## config.mk

```make
export PLATFORM = sky130hd
export DESIGN_NAME = pipe_skid_stage
export DESIGN_NICKNAME = d
export VERILOG_FILES = /design/src/rtl/pipe_pkg.sv /design/src/rtl/pipe_slot.sv /design/src/rtl/pipe_skid_stage.sv
export SDC_FILE = /design/constraint.sdc
export NUM_CORES = 1
export LEC_CHECK = 0
export ABC_CLOCK_PERIOD_IN_PS = 2400
export CAP_MARGIN = 20
export CORE_MARGIN = 4
export CORE_UTILIZATION = 44
export CTS_CLUSTER_SIZE = 30
export DETAILED_ROUTE_END_ITERATION = 7
export GPL_ROUTABILITY_DRIVEN = 0
export PLACE_DENSITY = 0.71
export SYNTH_ARGS = -nofsm -noshare
export SYNTH_HDL_FRONTEND = slang
export SYNTH_HIERARCHICAL = 1
export SYNTH_SLANG_ARGS = --single-unit
```

## constraint.sdc

```tcl
create_clock -name clk -period 2.4 [get_ports clk]
set_clock_uncertainty 0.05 [all_clocks]
set_input_delay 0.48 -clock clk [delete_from_list [all_inputs] [get_ports clk]]
set_output_delay 0.48 -clock clk [all_outputs]
set_load 0.005 [all_outputs]
```

## src/rtl/pipe_pkg.sv

```systemverilog
// Shared types for the pipe skid stage: the holding-state enumeration and
// the occupancy encoding derived from it.
package pipe_pkg;

  localparam int OCC_W = 2;

  typedef enum logic [1:0] {
    EMPTY = 2'd0,
    ONE   = 2'd1,
    TWO   = 2'd2
  } state_e;

  function automatic logic [OCC_W-1:0] state_occ(input state_e s);
    case (s)
      EMPTY:   return 2'd0;
      ONE:     return 2'd1;
      TWO:     return 2'd2;
      default: return 2'd0;
    endcase
  endfunction

endpackage

```

## src/rtl/pipe_slot.sv

```systemverilog
// One payload slot: a W-bit register that resets to the bubble value and
// captures d when load is high.
module pipe_slot #(
  parameter int             W      = 8,
  parameter logic [W-1:0]   BUBBLE = {W{1'b0}}
) (
  input  logic         clk,
  input  logic         rst,
  input  logic         load,
  input  logic [W-1:0] d,
  output logic [W-1:0] q
);

  logic [W-1:0] q_r;

  // payload register, cleared to the bubble value by reset
  always_ff @(posedge clk or negedge rst) begin
    if (!rst) begin
      q_r <= BUBBLE;
    end else if (load) begin
      q_r <= d;
    end
  end

  assign q = q_r;

endmodule

```

## src/rtl/pipe_skid_stage.sv

```systemverilog
// Valid/ready pipeline stage: two-entry skid buffer with a registered in_ready
// (SKID=1) or a single register with combinational in_ready (SKID=0).
module pipe_skid_stage
  import pipe_pkg::*;
#(
  parameter int           W      = 154,
  parameter logic [W-1:0] BUBBLE = {W{1'b0}},
  parameter bit           SKID   = 1'b1
) (
  input  logic             clk,
  input  logic             rst,
  input  logic             in_valid,
  output logic             in_ready,
  input  logic [W-1:0]     in_data,
  input  logic             flush,
  output logic             out_valid,
  input  logic             out_ready,
  output logic [W-1:0]     out_data,
  output logic [OCC_W-1:0] occupancy
);

  state_e             state_r;
  state_e             next_state_s;
  logic               out_valid_r;
  logic [OCC_W-1:0]   occupancy_r;
  logic               in_xfer_s;
  logic               out_xfer_s;
  logic               main_load_s;
  logic [W-1:0]       main_d_s;
  logic [W-1:0]       main_q_s;

  assign in_xfer_s  = in_valid & in_ready & ~flush;
  assign out_xfer_s = out_valid_r & out_ready;

  // state and the status outputs that are decoded from it
  always_ff @(posedge clk or negedge rst) begin
    if (!rst) begin
      state_r     <= EMPTY;
      out_valid_r <= 1'b0;
      occupancy_r <= 2'd0;
    end else begin
      state_r     <= next_state_s;
      out_valid_r <= (next_state_s != EMPTY);
      occupancy_r <= state_occ(next_state_s);
    end
  end

  // The main slot is reloaded with BUBBLE whenever it empties, so out_data
  // shows the bubble value without an output mux.
  pipe_slot #(.W(W), .BUBBLE(BUBBLE)) u_main_slot (
    .clk  (clk),
    .rst  (rst),
    .load (main_load_s),
    .d    (main_d_s),
    .q    (main_q_s)
  );

  assign out_valid = out_valid_r;
  assign out_data  = main_q_s;
  assign occupancy = occupancy_r;

  if (SKID) begin : g_skid
    logic         in_ready_r;
    logic         skid_load_s;
    logic [W-1:0] skid_d_s;
    logic [W-1:0] skid_q_s;

    // next-state and slot steering for the two-entry buffer
    always_comb begin
      next_state_s = state_r;
      main_load_s  = 1'b0;
      main_d_s     = in_data;
      skid_load_s  = 1'b0;
      skid_d_s     = in_data;
      if (flush) begin
        next_state_s = EMPTY;
        main_load_s  = 1'b1;
        main_d_s     = BUBBLE;
        skid_load_s  = 1'b1;
        skid_d_s     = BUBBLE;
      end else begin
        case (state_r)
          EMPTY: begin
            if (in_xfer_s) begin
              next_state_s = ONE;
              main_load_s  = 1'b1;
            end else begin
              next_state_s = EMPTY;
            end
          end
          ONE: begin
            if (in_xfer_s && out_xfer_s) begin
              main_load_s  = 1'b1;
            end else if (in_xfer_s) begin
              next_state_s = TWO;
              skid_load_s  = 1'b1;
            end else if (out_xfer_s) begin
              next_state_s = EMPTY;
              main_load_s  = 1'b1;
              main_d_s     = BUBBLE;
            end else begin
              next_state_s = ONE;
            end
          end
          TWO: begin
            if (out_xfer_s) begin
              next_state_s = ONE;
              main_load_s  = 1'b1;
              main_d_s     = skid_q_s;
              skid_load_s  = 1'b1;
              skid_d_s     = BUBBLE;
            end else begin
              next_state_s = TWO;
            end
          end
          default: begin
            next_state_s = EMPTY;
            main_load_s  = 1'b1;
            main_d_s     = BUBBLE;
            skid_load_s  = 1'b1;
            skid_d_s     = BUBBLE;
          end
        endcase
      end
    end

    // in_ready looks only at the next state, never at out_ready directly
    always_ff @(posedge clk or negedge rst) begin
      if (!rst) begin
        in_ready_r <= 1'b1;
      end else begin
        in_ready_r <= (next_state_s != TWO);
      end
    end

    assign in_ready = in_ready_r;

    pipe_slot #(.W(W), .BUBBLE(BUBBLE)) u_skid_slot (
      .clk  (clk),
      .rst  (rst),
      .load (skid_load_s),
      .d    (skid_d_s),
      .q    (skid_q_s)
    );
  end else begin : g_single
    assign in_ready = ~out_valid_r | out_ready;

    // next-state and load control for the single register
    always_comb begin
      next_state_s = state_r;
      main_load_s  = 1'b0;
      main_d_s     = in_data;
      if (flush) begin
        next_state_s = EMPTY;
        main_load_s  = 1'b1;
        main_d_s     = BUBBLE;
      end else begin
        case (state_r)
          EMPTY: begin
            if (in_xfer_s) begin
              next_state_s = ONE;
              main_load_s  = 1'b1;
            end else begin
              next_state_s = EMPTY;
            end
          end
          ONE: begin
            if (in_xfer_s) begin
              main_load_s  = 1'b1;
            end else if (out_xfer_s) begin
              next_state_s = EMPTY;
              main_load_s  = 1'b1;
              main_d_s     = BUBBLE;
            end else begin
              next_state_s = ONE;
            end
          end
          default: begin
            next_state_s = EMPTY;
            main_load_s  = 1'b1;
            main_d_s     = BUBBLE;
          end
        endcase
      end
    end
  end

endmodule

```

==> metrics.txt <==
Setup crit start kind=register; post-route cell area=0.02018 mm^2; Seq/Total Area, Yosys=0.5304; minimum clock period=between 2 and 2.5 ns; synth warn=6; top_reg_cell synth=dfrtp_1; Hold Crit Class=register to register; Rows=66; most frequent cells in the layout=315 x clkdlybuf4s50_1, 313 x dfrtp_1, 188 x mux2_2; Worst path max stage delay=around 0.57 ns; CTS Buffer Depth=3; Crit Path Max Fanout=3; antenna fix cells=0; Area after DPL=between 0.015 and 0.02 mm^2; vias per cell=around 5.3; CTS Hold Buffers Added=1; residual DRC count=0; Netlist cell types=29; Seq cells post-synth=around 310; total CTS buffers=36; peak supply drop=between 600 and 700 uV; final setup margin=0.2617 ns; Setup Viol. Count Final=0; Clk network pwr share=0.360; DRT antenna net count=0; cell internal pwr=between 10 and 15 mW; ratio of cells with drive above 1 in the final layout=0.3109; DRT Pass-1 Iters=6; sw frac=0.2461; Die Wd=191.5 um; via count=9754; initial antenna violation count=5; Worst Tran Pin Value=roughly 0.5 ns; Seq pwr share=0.421; Core ar.=0.03287 mm^2; PwrDens=around 760 mW/mm^2; total clock sinks=approximately 310; Avg Inst Size Synth=between 10 and 15 um^2; routed len/inst=approximately 20 um; first-pass GRT wire length=roughly 60000 um; period utilization=0.8909; Slew HR=0.6604; Leak=~9.5 nW; WHS=~0.45 ns; Final TNS setup=0 ns; post_cts resized=0; vias in the first global route=about 11000; synthesized instance count=roughly 1000; worst skew pair latency=0.50 ns; Final #Nets=roughly 1500; kind of cell adding the most delay to the critical path=buffers and inverters; io pins=around 320; RSZ-0062 raised after global routing=no; WP data required=between 1.5 and 2 ns; number of synthesized flops with an enable pin=0; die area=0.03667 mm^2; CTS tree=built; worst path arrival time=1.61 ns; IO Port Bufs=between 300 and 400; CTS root buffer=clkbuf_16; Max Cap Violations=0; Layout Utilization=0.6141; crit path capture type=output port; H-tree depth=2; DR iter-0 viols=~380; crit path cell chain=clkdlybuf4s50_1; fmax=~470 MHz; Place WS=-0.1235 ns; ys async rst share=1.000; Slew Limit Fails=0; Setup Crit Path Kind=register to output port; most common cell after layout, fill and taps aside=clkdlybuf4s50_1; slowest CP cell=clkdlybuf4s50_1; postcts setup bufs=0; syn nets=~1200; largest net degree at the start of global routing=73; hpwl dp=about 26000 um; Initial Util=0.4508; Final Hold Fails=0; run status=completed; sw power=around 3.8 mW; Die Ht=about 190 um; Buf/Inv on CP=1; combinational fraction of design power=0.218; CTS clock-pin slew for the worst setup and hold paths=approximately 0.06 ns; GRT Overall Usage=0.2036; synthesized area=approximately 0.015 mm^2; GRT overflow=0; Layout Area Growth over Synthesis=36.22%; post-detailed-routing wire length=37630 um
synth_stat cells, drive strengths merged, types with 2 or more instances:
cell type,number,area [um^2]
a211oi,3,22.52
a21o,5,37.54
a21oi,2,10.01
a22o,153,1340
and2,156,975.9
buf,61,425.4
clkbuf,25,93.84
dfrtp,313,7833
inv,2,7.510
mux2,308,3919
nand2,3,11.26
nor2,3,11.26
power groups by stage:
stage | Sequential, mW | Clock [mW] | Combinational [mW]
5_1_grt | 6.53 | 5.87 | 3.59
4_1_cts | 6.44 | 5.66 | 3.39
2_1_floorplan | 6.43 | 0 | 1.70
6_report | 6.43 | 5.51 | 3.34
3_5_place_dp | 6.51 | 0 | 3.38
3_3_place_gp | 6.50 | 0 | 3.32
per-stage QoR:
| step | std cells | power (mW) |
|---|---|---|
| finish | 1851 | 15.28 |
| floorplan | 1048 | 8.123 |
| CTS | 1851 | 15.49 |
| global placement | 1788 | 9.812 |
| detailed placement | 1788 | 9.890 |
| global route | 1851 | 15.99 |
layout make-up:
class                   count  area [um^2]
clock inverters            14        175.2
flip-flops and latches    314         7859
repair buffers            385         4101
clock buffers              48         1007
well taps                 442        553.0
multi-input cells         646         6479
inverters                   2        7.507
fillers                  2568        12680
registers in the layout (all words and copies together), names as in the netlist:
| register | count |
|---|---|
| state_r | 2 |
| occupancy | 2 |
| g_skid.u_skid_slot/q | 154 |
| out_valid | 1 |
| in_ready | 1 |
| u_main_slot/q | 154 |
cells by family (layout without fill, tap and decap cells):
| logic type | after synthesis | after routing | share of synthesized area |
|---|---|---|---|
| flops | 314 | 314 | 0.5304 |
| compound gates | 171 | 171 | 0.09991 |
| buf+inv | 88 | 449 | 0.03555 |
| xor+xnor | 1 | 1 | 0.0005913 |
| mux | 308 | 308 | 0.2645 |
| simple gates | 166 | 166 | 0.06900 |
worst paths after layout:
check	cells past startpoint	slack, ns	endpoint	startpoint
max in group asynchronous	3	1.04	g_skid.u_skid_slot/q[3]	rst
worst min-delay path	1	0.45	u_main_slot/q[31]	u_main_slot/q[31]
worst min register to register	1	0.45	u_main_slot/q[31]	u_main_slot/q[31]
worst max register to register	6	0.35	u_main_slot/q[101]	state_r[1]
worst max-delay path	1	0.26	in_ready	in_ready
min in group asynchronous	2	0.48	u_main_slot/q[130]	rst
routing by layer:
metal / GRT usage / part of all wire
met2: 0.3266 / 0.46
met5: 0 / 0.0012
met3: 0.06812 / 0.087
met4: 0.04282 / 0.019
met1: 0.2715 / 0.43
Power figures use the tool's default switching activity.
